File: src/rtl/spi_slave_word_rx_pkg.sv
// Shared types and constants for the SPI word receiver.
package spi_slave_word_rx_pkg;

  typedef enum logic {
    StIdle,
    StShift
  } spi_state_e;

  localparam int unsigned SPI_MODE          = 0;
  localparam int unsigned DEFAULT_WORD_BITS = 16;

endpackage

File: src/rtl/spi_slave_word_rx_if.sv
// Word-side handshake between the SPI receiver and its host logic.
interface spi_slave_word_rx_if
  import spi_slave_word_rx_pkg::*;
#(
  parameter int unsigned WORD_BITS = DEFAULT_WORD_BITS
);
  logic [WORD_BITS-1:0] i_TX_Word;
  logic                 i_TX_DV;
  logic [WORD_BITS-1:0] o_RX_Word;
  logic                 o_RX_DV;
  logic                 o_Frame_Err;
  logic                 o_Busy;

  modport slave (
    input  i_TX_Word, i_TX_DV,
    output o_RX_Word, o_RX_DV, o_Frame_Err, o_Busy
  );

  modport master (
    output i_TX_Word, i_TX_DV,
    input  o_RX_Word, o_RX_DV, o_Frame_Err, o_Busy
  );
endinterface

File: src/rtl/spi_sync_edge.sv
// Multi-flop synchronizer with history flop and registered rise/fall strobes.
module spi_sync_edge #(
  parameter int unsigned SYNC_STAGES = 2,
  parameter logic        IDLE_LEVEL  = 1'b0
) (
  input  logic i_Clk,
  input  logic i_Rst,
  input  logic i_Async,
  output logic o_Level,
  output logic o_Rise,
  output logic o_Fall
);
  logic [SYNC_STAGES-1:0] r_sync;
  logic                   r_hist;
  logic                   r_rise;
  logic                   r_fall;
  logic                   w_sync_out;

  assign w_sync_out = r_sync[SYNC_STAGES-1];

  always_ff @(posedge i_Clk) begin
    if (i_Rst) begin
      r_sync <= {SYNC_STAGES{IDLE_LEVEL}};
      r_hist <= IDLE_LEVEL;
      r_rise <= 1'b0;
      r_fall <= 1'b0;
    end else begin
      r_sync[0] <= i_Async;
      for (int i = 1; i < SYNC_STAGES; i++) begin
        r_sync[i] <= r_sync[i-1];
      end
      r_hist <= w_sync_out;
      r_rise <= w_sync_out & ~r_hist;
      r_fall <= ~w_sync_out & r_hist;
    end
  end

  // Level is taken from the history flop so it lines up with the registered strobes.
  assign o_Level = r_hist;
  assign o_Rise  = r_rise;
  assign o_Fall  = r_fall;
endmodule

File: src/rtl/spi_slave_word_rx.sv
// SPI mode-0 slave: receives WORD_BITS-bit frames, replies from a holding register.
module spi_slave_word_rx
  import spi_slave_word_rx_pkg::*;
#(
  parameter int unsigned WORD_BITS   = DEFAULT_WORD_BITS,
  parameter int unsigned SYNC_STAGES = 2
) (
  input  logic                    i_Clk,
  input  logic                    i_Rst,
  input  logic                    i_SPI_Clk,
  input  logic                    i_SPI_MOSI,
  input  logic                    i_SPI_CS_n,
  output logic                    o_SPI_MISO,
  spi_slave_word_rx_if.slave      word_if
);
  localparam int unsigned CntW     = $clog2(WORD_BITS + 2);
  localparam int unsigned Settle   = SYNC_STAGES + 2;
  localparam int unsigned SetW     = $clog2(Settle + 1);
  localparam logic [CntW-1:0] CntFull = CntW'(WORD_BITS);
  localparam logic [CntW-1:0] CntMax  = CntW'(WORD_BITS + 1);
  localparam logic [SetW-1:0] SetMax  = SetW'(Settle);

  logic w_sck_level, w_sck_rise, w_sck_fall;
  logic w_mosi_level, w_mosi_rise, w_mosi_fall;
  logic w_cs_level, w_cs_rise, w_cs_fall;
  logic w_unused;

  spi_sync_edge #(.SYNC_STAGES(SYNC_STAGES), .IDLE_LEVEL(1'b0)) u_sync_sck (
    .i_Clk(i_Clk), .i_Rst(i_Rst), .i_Async(i_SPI_Clk),
    .o_Level(w_sck_level), .o_Rise(w_sck_rise), .o_Fall(w_sck_fall)
  );
  spi_sync_edge #(.SYNC_STAGES(SYNC_STAGES), .IDLE_LEVEL(1'b0)) u_sync_mosi (
    .i_Clk(i_Clk), .i_Rst(i_Rst), .i_Async(i_SPI_MOSI),
    .o_Level(w_mosi_level), .o_Rise(w_mosi_rise), .o_Fall(w_mosi_fall)
  );
  spi_sync_edge #(.SYNC_STAGES(SYNC_STAGES), .IDLE_LEVEL(1'b1)) u_sync_cs (
    .i_Clk(i_Clk), .i_Rst(i_Rst), .i_Async(i_SPI_CS_n),
    .o_Level(w_cs_level), .o_Rise(w_cs_rise), .o_Fall(w_cs_fall)
  );

  assign w_unused = ^{w_sck_level, w_mosi_rise, w_mosi_fall};

  spi_state_e           r_state, w_state_next;
  logic [CntW-1:0]      r_cnt, w_cnt_next;
  logic [WORD_BITS-1:0] r_rx_sr, w_rx_sr_next;
  logic [WORD_BITS-1:0] r_tx_sr, w_tx_sr_next;
  logic [WORD_BITS-1:0] r_tx_hold, w_tx_hold_next;
  logic [WORD_BITS-1:0] r_rx_word, w_rx_word_next;
  logic                 r_rx_dv, w_rx_dv_next;
  logic                 r_frame_err, w_frame_err_next;
  logic [SetW-1:0]      r_settle;
  logic                 r_armed;
  logic                 w_sck_en;

  // A CS_n fall is only trusted once the synchronizer has flushed its reset preset
  // and CS_n has really been seen high; this keeps a mid-frame reset from re-entering SHIFT.
  always_ff @(posedge i_Clk) begin
    if (i_Rst) begin
      r_settle <= '0;
      r_armed  <= 1'b0;
    end else begin
      if (r_settle != SetMax) r_settle <= r_settle + SetW'(1);
      if (r_settle == SetMax && w_cs_level) r_armed <= 1'b1;
    end
  end

  always_ff @(posedge i_Clk) begin
    if (i_Rst) begin
      r_state     <= StIdle;
      r_cnt       <= '0;
      r_rx_sr     <= '0;
      r_tx_sr     <= '0;
      r_tx_hold   <= '0;
      r_rx_word   <= '0;
      r_rx_dv     <= 1'b0;
      r_frame_err <= 1'b0;
    end else begin
      r_state     <= w_state_next;
      r_cnt       <= w_cnt_next;
      r_rx_sr     <= w_rx_sr_next;
      r_tx_sr     <= w_tx_sr_next;
      r_tx_hold   <= w_tx_hold_next;
      r_rx_word   <= w_rx_word_next;
      r_rx_dv     <= w_rx_dv_next;
      r_frame_err <= w_frame_err_next;
    end
  end

  assign w_sck_en = (r_state == StShift) && !w_cs_fall && !w_cs_rise;

  always_comb begin
    w_state_next     = r_state;
    w_cnt_next       = r_cnt;
    w_rx_sr_next     = r_rx_sr;
    w_tx_sr_next     = r_tx_sr;
    w_tx_hold_next   = word_if.i_TX_DV ? word_if.i_TX_Word : r_tx_hold;
    w_rx_word_next   = r_rx_word;
    w_rx_dv_next     = 1'b0;
    w_frame_err_next = 1'b0;
    unique case (r_state)
      StIdle: begin
        if (w_cs_fall && r_armed) begin
          w_state_next = StShift;
          w_cnt_next   = '0;
          w_tx_sr_next = word_if.i_TX_DV ? word_if.i_TX_Word : r_tx_hold;
        end
      end
      StShift: begin
        if (w_cs_rise) begin
          w_state_next = StIdle;
          if (r_cnt == CntFull) begin
            w_rx_word_next = r_rx_sr;
            w_rx_dv_next   = 1'b1;
          end else if (r_cnt != '0) begin
            w_frame_err_next = 1'b1;
          end
        end else if (w_sck_en) begin
          if (w_sck_rise) begin
            w_rx_sr_next = {r_rx_sr[WORD_BITS-2:0], w_mosi_level};
            if (r_cnt != CntMax) w_cnt_next = r_cnt + CntW'(1);
          end
          if (w_sck_fall) w_tx_sr_next = {r_tx_sr[WORD_BITS-2:0], 1'b0};
        end
      end
      default: w_state_next = StIdle;
    endcase
  end

  assign o_SPI_MISO          = (r_state == StShift) & r_tx_sr[WORD_BITS-1];
  assign word_if.o_RX_Word   = r_rx_word;
  assign word_if.o_RX_DV     = r_rx_dv;
  assign word_if.o_Frame_Err = r_frame_err;
  assign word_if.o_Busy      = (r_state == StShift);
endmodule
File: src/flat_wrapper.sv
// flat-port wrapper written by rule: the top's interface ports become plain ports
module spi_slave_word_rx_flat import spi_slave_word_rx_pkg::*;
#(
  parameter int unsigned WORD_BITS   = DEFAULT_WORD_BITS,
  parameter int unsigned SYNC_STAGES = 2
)
  (i_Clk, i_Rst, i_SPI_Clk, i_SPI_MOSI, i_SPI_CS_n, o_SPI_MISO, word_if_i_TX_Word, word_if_i_TX_DV, word_if_o_RX_Word, word_if_o_RX_DV, word_if_o_Frame_Err, word_if_o_Busy);
  spi_slave_word_rx_if #(.WORD_BITS(WORD_BITS)) word_if_i ();
  input  logic i_Clk;
  input  logic i_Rst;
  input  logic i_SPI_Clk;
  input  logic i_SPI_MOSI;
  input  logic i_SPI_CS_n;
  output logic o_SPI_MISO;
  input wire logic [$bits(word_if_i.i_TX_Word)-1:0] word_if_i_TX_Word;
  input wire logic [$bits(word_if_i.i_TX_DV)-1:0] word_if_i_TX_DV;
  output wire logic [$bits(word_if_i.o_RX_Word)-1:0] word_if_o_RX_Word;
  output wire logic [$bits(word_if_i.o_RX_DV)-1:0] word_if_o_RX_DV;
  output wire logic [$bits(word_if_i.o_Frame_Err)-1:0] word_if_o_Frame_Err;
  output wire logic [$bits(word_if_i.o_Busy)-1:0] word_if_o_Busy;
  assign word_if_i.i_TX_Word = word_if_i_TX_Word;
  assign word_if_i.i_TX_DV = word_if_i_TX_DV;
  assign word_if_o_RX_Word = word_if_i.o_RX_Word;
  assign word_if_o_RX_DV = word_if_i.o_RX_DV;
  assign word_if_o_Frame_Err = word_if_i.o_Frame_Err;
  assign word_if_o_Busy = word_if_i.o_Busy;
  spi_slave_word_rx #(.WORD_BITS(WORD_BITS), .SYNC_STAGES(SYNC_STAGES)) u_core (.i_Clk(i_Clk), .i_Rst(i_Rst), .i_SPI_Clk(i_SPI_Clk), .i_SPI_MOSI(i_SPI_MOSI), .i_SPI_CS_n(i_SPI_CS_n), .o_SPI_MISO(o_SPI_MISO), .word_if(word_if_i));
endmodule
File: config.mk
export PLATFORM = sky130hd
export DESIGN_NAME = spi_slave_word_rx_flat
export DESIGN_NICKNAME = d
export VERILOG_FILES = /design/src/rtl/spi_slave_word_rx_pkg.sv /design/src/rtl/spi_slave_word_rx_if.sv /design/src/rtl/spi_sync_edge.sv /design/src/rtl/spi_slave_word_rx.sv /design/src/flat_wrapper.sv
export SDC_FILE = /design/constraint.sdc
export NUM_CORES = 1
export LEC_CHECK = 0
export ABC_AREA = 1
export CAP_MARGIN = 30
export CORE_ASPECT_RATIO = 0.7
export CORE_MARGIN = 1
export CORE_UTILIZATION = 55
export DETAILED_ROUTE_END_ITERATION = 10
export GPL_ROUTABILITY_DRIVEN = 1
export PLACE_DENSITY = 0.79
export SKIP_LAST_GASP = 1
export SYNTH_ARGS = -nofsm -noshare
export SYNTH_HDL_FRONTEND = slang
export SYNTH_SLANG_ARGS = --single-unit
File: constraint.sdc
create_clock -name i_Clk -period 1.45 [get_ports i_Clk]
set_input_delay 0.29 -clock i_Clk [delete_from_list [all_inputs] [get_ports i_Clk]]
set_output_delay 0.29 -clock i_Clk [all_outputs]
set_load 0.01 [all_outputs]
# --- Yosys cells after proc, flatten, opt, wreduce, memory -nomap -nowiden ---
# Cells that the tools add are included.
classes:
  n_bitwise: 11
  mux: 17
  eq_ne: 10
  reduce_logical: 13
  n_addsub: 2
ops:
  columns: ["operator", "n"]
  rows:
  - ["$mux 16", 5]
  - ["$pmux 16 s2", 1]
  - ["$mux 5", 5]
  - ["$ne 2x2->1 const B", 5]
  - ["$pmux 5 s2", 1]
  - ["$reduce_and 4->1", 2]
  - ["$not 1->1", 6]
  - ["$add 5x1->5 const B", 1]
  - ["$and 1x1->1", 5]
  - ["$eq 5x5->1 const B", 1]
  - ["$ne 5x5->1 const B", 1]
  - ["$reduce_and 5->1", 1]
  - ["$reduce_bool 5->1", 1]
  - ["$logic_and 1x1->1", 4]
  - ["$mux 1", 4]
  - ["$reduce_or 4->1", 1]
  - ["$add 3x1->3 const B", 1]
  - ["$eq 3x3->1 const B", 1]
  - ["$ne 3x3->1 const B", 1]
  - ["$reduce_and 3->1", 1]
  - ["$reduce_or 3->1", 1]
  - ["$logic_not 1->1", 2]
  - ["$ne 2x1->1 const B", 1]
  - ["$pmux 1 s2", 1]
word_totals:
  out_inout_bits: 20
  register_bits: 89
  elab_cells: 73
  inputBits: 22

# --- Logic depth before layout (Yosys ltp) ---
# Gate-level depths: netlist of run 1.
depth:
  depth_word: 6
  ltp_mapped: 9
  mapped_depth_nobuf: 9

# --- By module ---
# Synthesis of run 1 repeated with hierarchy kept, for this count alone.
hier_totals:
  cells_unflattened: 452
  area_unflattened_um2: 3574.7
by_module_without_submodules:
  columns: ["mod", "seq_area_each_um2", "n_inst", "cells_per_inst", "area_each_um2"]
  rows:
  - ["spi_slave_word_rx", 1521.5, 1, 408, 3155.5]
  - ["spi_sync_edge at u_core.u_sync_mosi ...", 100.1, 2, 15, 140.1]
  - ["spi_sync_edge at u_core.u_sync_cs", 100.1, 1, 14, 138.9]

# --- Worst setup path before layout of run 1 ---
# OpenSTA, ideal clock, no wires.
synth_timing:
  kind: "register to register"
  start: "reg u_core.r_cnt[0]"
  end: "reg u_core.r_rx_word[15] (netlist: u_core.word_if.o_RX_Word[15])"
  n_path_buf: 1
  required_time_ns: 1.334
  path_slack_ns: 0.145
  setup_time_ns: 0.116
  synth_period_minus_slack_ns: 1.305
  path_stages_with_launch: 10
  arrival_time_ns: 1.189
  cell_sequence: "dfxtp_1 > inv_1 > ha_1 > inv_1 > nor2_4 > nand2_4 > clkinv_2 > buf_6 > nor2_1 > nor2_1"
synth_via:
  elab_chain_cells: 2
synth_rtl:
  columns: ["item", "line_no", "rtl"]
  rows:
  - ["start: declaration", "spi_slave_word_rx.sv:44", "logic [CntW-1:0] r_cnt, w_cnt_next;"]
  - ["start signal: assignment", "spi_slave_word_rx.sv:79", "r_cnt <= w_cnt_next;"]
  - ["$eq 5x5->1", "spi_slave_word_rx.sv:111", "if (r_cnt == CntFull) begin"]
  - ["$reduce_and 3->1 (no source line)", null, null]
  - ["end signal: assignment", "spi_slave_word_rx.sv:83", "r_rx_word <= w_rx_word_next;"]
  - ["end: declaration", "spi_slave_word_rx.sv:48", "logic [WORD_BITS-1:0] r_rx_word, w_rx_word_next;"]
# No other way between the ends.
# A chain may end at the register's enable or synchronous reset.

# --- Final worst setup path of run 1 ---
layout_timing:
  start: "reg u_core.r_state (netlist: u_core.word_if.o_Busy)"
  end: "reg u_core.r_rx_sr[9]"
layout_via:
  elab_chain_cells: 3
layout_rtl:
  columns: ["item", "line_no", "rtl"]
  rows:
  - ["start: declaration", "spi_slave_word_rx.sv:43", "spi_state_e r_state, w_state_next;"]
  - ["start signal: assignment", "spi_slave_word_rx.sv:69", "r_state <= StIdle;"]
  - ["start signal: assignment", "spi_slave_word_rx.sv:78", "r_state <= w_state_next;"]
  - ["$logic_and 1x1->1 (2 in series)", "spi_slave_word_rx.sv:89", "assign w_sck_en = (r_state == StShift) && !w_cs_fall && !w_cs_rise;"]
  - ["$reduce_and 4->1 (no source line) *", null, null]
  - ["end signal: assignment", "spi_slave_word_rx.sv:80", "r_rx_sr <= w_rx_sr_next;"]
  - ["end: declaration", "spi_slave_word_rx.sv:45", "logic [WORD_BITS-1:0] r_rx_sr, w_rx_sr_next;"]
# Every way passes the cells marked *; elsewhere a longest branch is shown, timed or not.

==> summary.md, run 1 <==
| Metric | Value |
|---|---|
| Die Area | 6789 sq um |
| Global route overflow | 0 |
| RSZ-0062 raised after global routing | true |
| Synthesis-stage register bit count | 89 |
| DIE WIDTH | 98.06 um |
| Synth unique cells | 28 |
| ANT cells | 0 |
| Worst r2r src | u_core.word_if.o_Busy$_SDFF_PP0_ |
| GRT Resource Usage Total | 0.2347 |
| Row count | 24 |
| Worst-Margin Slew | 297.5 ps |
| Port buffer count | 41 |
| Simple-gate share of the synthesized area | 0.2642 |
| 1st-iter DRT viols | 145 |
| Max-cap viol count | 0 |
| CTS Buffer Depth | 2 |
| Via count | 3086 |
| H-Tree Level Count | 3 |
| Crit-path leading delay family | simple AND/OR/NAND/NOR gates |
| HP Start | u_core.u_sync_mosi.r_sync[0]$_SDFF_PP0_ |
| Mapped cell area | 3552 sq um |
| I/O Pins | 42 |
| Worst setup SP type | register |
| Final period util | 0.9642 |
| Final Setup Violations | 0 |
| Critical path class | register to register |
| R2r endpoint | u_core.r_rx_sr[9]$_SDFFE_PP0P_ |
| Status | finished with violations |
| Crit-path max FO | 16 |
| Total CTS buffers | 9 |
| Routed len/inst | 11.93 um |
| Initial core utilization | 0.5715 |
| Buffers and inverters on the worst path | 3 |
| Synth warn | 0 |
| Slew HR | 0.8014 |
| Post-synthesis mux area share | 0 |
| Global-route wire length before repair | 12.74 mm |
| Core footprint | 6216 sq um |
| R2R cell count | 7 |
| Routability cong. | 0.7857 |
| Leakage | 2.122 nW |
| Pwr per Cell Area | 1152 nW/um^2 |
| Predominant post-synthesis flop cell | dfxtp_1 |
| Final WL | 7.466 mm |
| Via/cell ratio | 4.930 |
| WP data arrival | 1640 ps |
| Share of cells above drive strength 1 | 0.1131 |
| Initial antenna violation count | 0 |
| Hold Vio Cnt, Final | 0 |
| Drt drc | 1 |
| Worst-skew pair later-pin latency | 350 ps |
| Min-Delay Path Class | register to register |
| Commonest non-fill, non-tap cell in the layout | nor2_1 |
| Compound-Gate Fraction of Synth Area | 0.1134 |
| Max Slew Vio Count | 0 |
| Max rail drop VDD | 0.6591 mV |
| WHS Endpoint | u_core.u_sync_mosi.r_sync[1]$_SDFF_PP0_ |
| Req. time, crit path | 1690 ps |
| Number of flops mapped to enable cells by yosys | 0 |
| Post-Synth XOR/XNOR Area | 0.004931 |
| Number of global-route vias before repair | 2896 |
| Worst path slowest cell | dfxtp_4 |
| Sequential share of the synthesized area | 0.5016 |
| R2R Setup Slk | 50 ps |
| Root buffer cell | clkbuf_8 |
| WHS | 404.1 ps |
| Clock-pin slew on the worst setup and hold paths | 90 ps |
| CTS tree | yes |
| Worst Setup End Kind | register |
| Hold Path Stages | 2 |
| Routed Antenna Nets | 0 |
| Cells after Synth | 488 |
| Avg Synthesized Cell Area | 7.279 sq um |
| Slowest stage delay, CP | 380 ps |
| Hpwl dp | 4.643 mm |
| Final nets | 570 |
| Worst path cell trace | buf_4, buf_4, nand3_4, nor2_4, inv_2, nor2_1, nor2_1 |
| Max Freq | 715.3 MHz |
| Net count of the mapped netlist | 515 |
| Final critical-path required period | 1398 ps |
| Clk_skew | 5.425 ps |
| Commonest cells after routing, fill and taps aside | 125 x nor2_1, 88 x dfxtp_1, 83 x nand2_1 |
| Die H | 69.24 um |
| Layout area overhead | 25.18% |
| First-pass DRT Iterations | 7 |
| Num Clock Sinks | 89 |
| Ys async rst share | 0 |
| Largest family of logic cells by synthesized area | simple AND/OR/NAND/NOR gates |
| Synth Area in Adders | 0.01761 |
| Final core utilization | 0.7154 |
| Failing checks | design-rule violations |
| Pin count of the biggest net entering global routing | 40 |
-- synth_stat cells (3+ instances only) --
cell / count / share of area
dfxtp_1: 89 / 0.50
buf_6: 3 / 0.0095
nand3_1: 6 / 0.0085
inv_1: 55 / 0.058
ha_1: 5 / 0.018
a21oi_1: 14 / 0.020
clkbuf_1: 9 / 0.0095
nand2_1: 84 / 0.089
nor2_1: 126 / 0.13
o21ai_0: 62 / 0.087
o21ai_1: 3 / 0.0042
buf_2: 10 / 0.014
-- tightest hold or removal path, delay by kind of cell (launching register included) --
family                 cells  cell delay [ps]
buffers and inverters      1               40
DFF                        1              300
and+or+nand+nor            1               30
-- worst max path at each step --
stage | start | endpoint | slack [ps] | depth (start not counted)
6_report | u_core.word_if.o_Busy$_SDFF_PP0_ | u_core.r_rx_sr[9]$_SDFFE_PP0P_ | 50 | 7
5_1_grt | u_core.r_cnt[1]$_SDFFE_PP0P_ | u_core.word_if.o_RX_Word[8]$_SDFFE_PP0P_ | -50 | 8
4_1_cts | u_core.word_if.o_Busy$_SDFF_PP0_ | u_core.word_if.o_RX_Word[10]$_SDFFE_PP0P_ | 10 | 7
3_5_place_dp | word_if_i_TX_DV | u_core.r_tx_sr[14]$_SDFFE_PP0P_ | -90 | 6
3_3_place_gp | word_if_i_TX_DV | u_core.r_tx_sr[1]$_SDFFE_PP0P_ | -40 | 7
2_1_floorplan | u_core.r_cnt[0]$_SDFFE_PP0P_ | u_core.word_if.o_RX_Word[15]$_SDFFE_PP0P_ | 150 | 9
-- cell type report --
type / count / area, sq um
repair buffers: 67 / 621.8
fillers: 492 / 1769
clock inverters: 6 / 112.6
inverters: 58 / 220.2
multi-input cells: 318 / 1471
flip-flops and latches: 89 / 1785
well taps: 78 / 97.59
clock buffers: 10 / 137.6
-- cell families (layout without fill, tap and decap cells) --
logic type,after synthesis,after routing
AOI/OAI and AO/OA,80,80
xor gates and xnor gates,2,2
adders and majority gates,5,5
buffers and inverters,82,141
DFF,89,89
and+or+nand+nor,230,231
-- where the power goes --
group | leakage (nW) | switching (mW) | internal, mW | total, mW
sequential | 0.724 | 0.0540 | 2.55 | 2.60
combinational | 1.27 | 0.239 | 0.216 | 0.455
clock | 0.127 | 0.868 | 1.20 | 2.07
-- through the flow --
step | cell area (sq um) | std cells | TNS, ps | worst slack, ps | total power, mW
final | 4447 | 626 | 0 | 51.91 | 5.124
after global routing | 4447 | 626 | -232.2 | -45.43 | 5.339
after CTS | 4412 | 625 | 0 | 11.22 | 5.166
after detailed placement | 4148 | 607 | -1045 | -91.23 | 3.097
after global placement | 4148 | 607 | -272.7 | -42.30 | 3.065
after floorplan | 3552 | 488 | 0 | 145.4 | 2.916
-- sequential cells by signal, summed over array words and instances, names as in the netlist, 2 cells and up --
name	cells
u_core.r_settle	3
u_core.u_sync_cs.r_sync	2
u_core.u_sync_sck.r_sync	2
u_core.r_cnt	5
u_core.r_tx_hold	16
u_core.r_rx_sr	16
u_core.word_if.o_RX_Word	16
u_core.r_tx_sr	16
u_core.u_sync_mosi.r_sync	2
-- per-layer routing --
| layer | global-route usage | vias up | routed length (um) |
|---|---|---|---|
| met5 | 0 | - | 0 |
| met4 | 0.07071 | 0 | 123 |
| met3 | 0.07762 | 14 | 342 |
| met2 | 0.3998 | 65 | 3615 |
| met1 | 0.2818 | 1401 | 3386 |
| li1 | - | 1606 | - |
-- repair_timing --
action / in CTS / in global routing
hold buffers: 0 / 0
setup endpoints to repair: 48 / 21
setup buffers: 2 / 0
gates cloned: 0 / 1
hold endpoints to repair: 0 / 0
gates resized for setup: 26 / 12
pin swaps: 1 / 2
Note: power is estimated with default switching activity, not from simulation.
==> run 2: changes to the inputs <==
- CAP_MARGIN: 30 -> 20
==> results of run 2 <==
The final DEF is identical to that of run 1; final timing and power are the same.
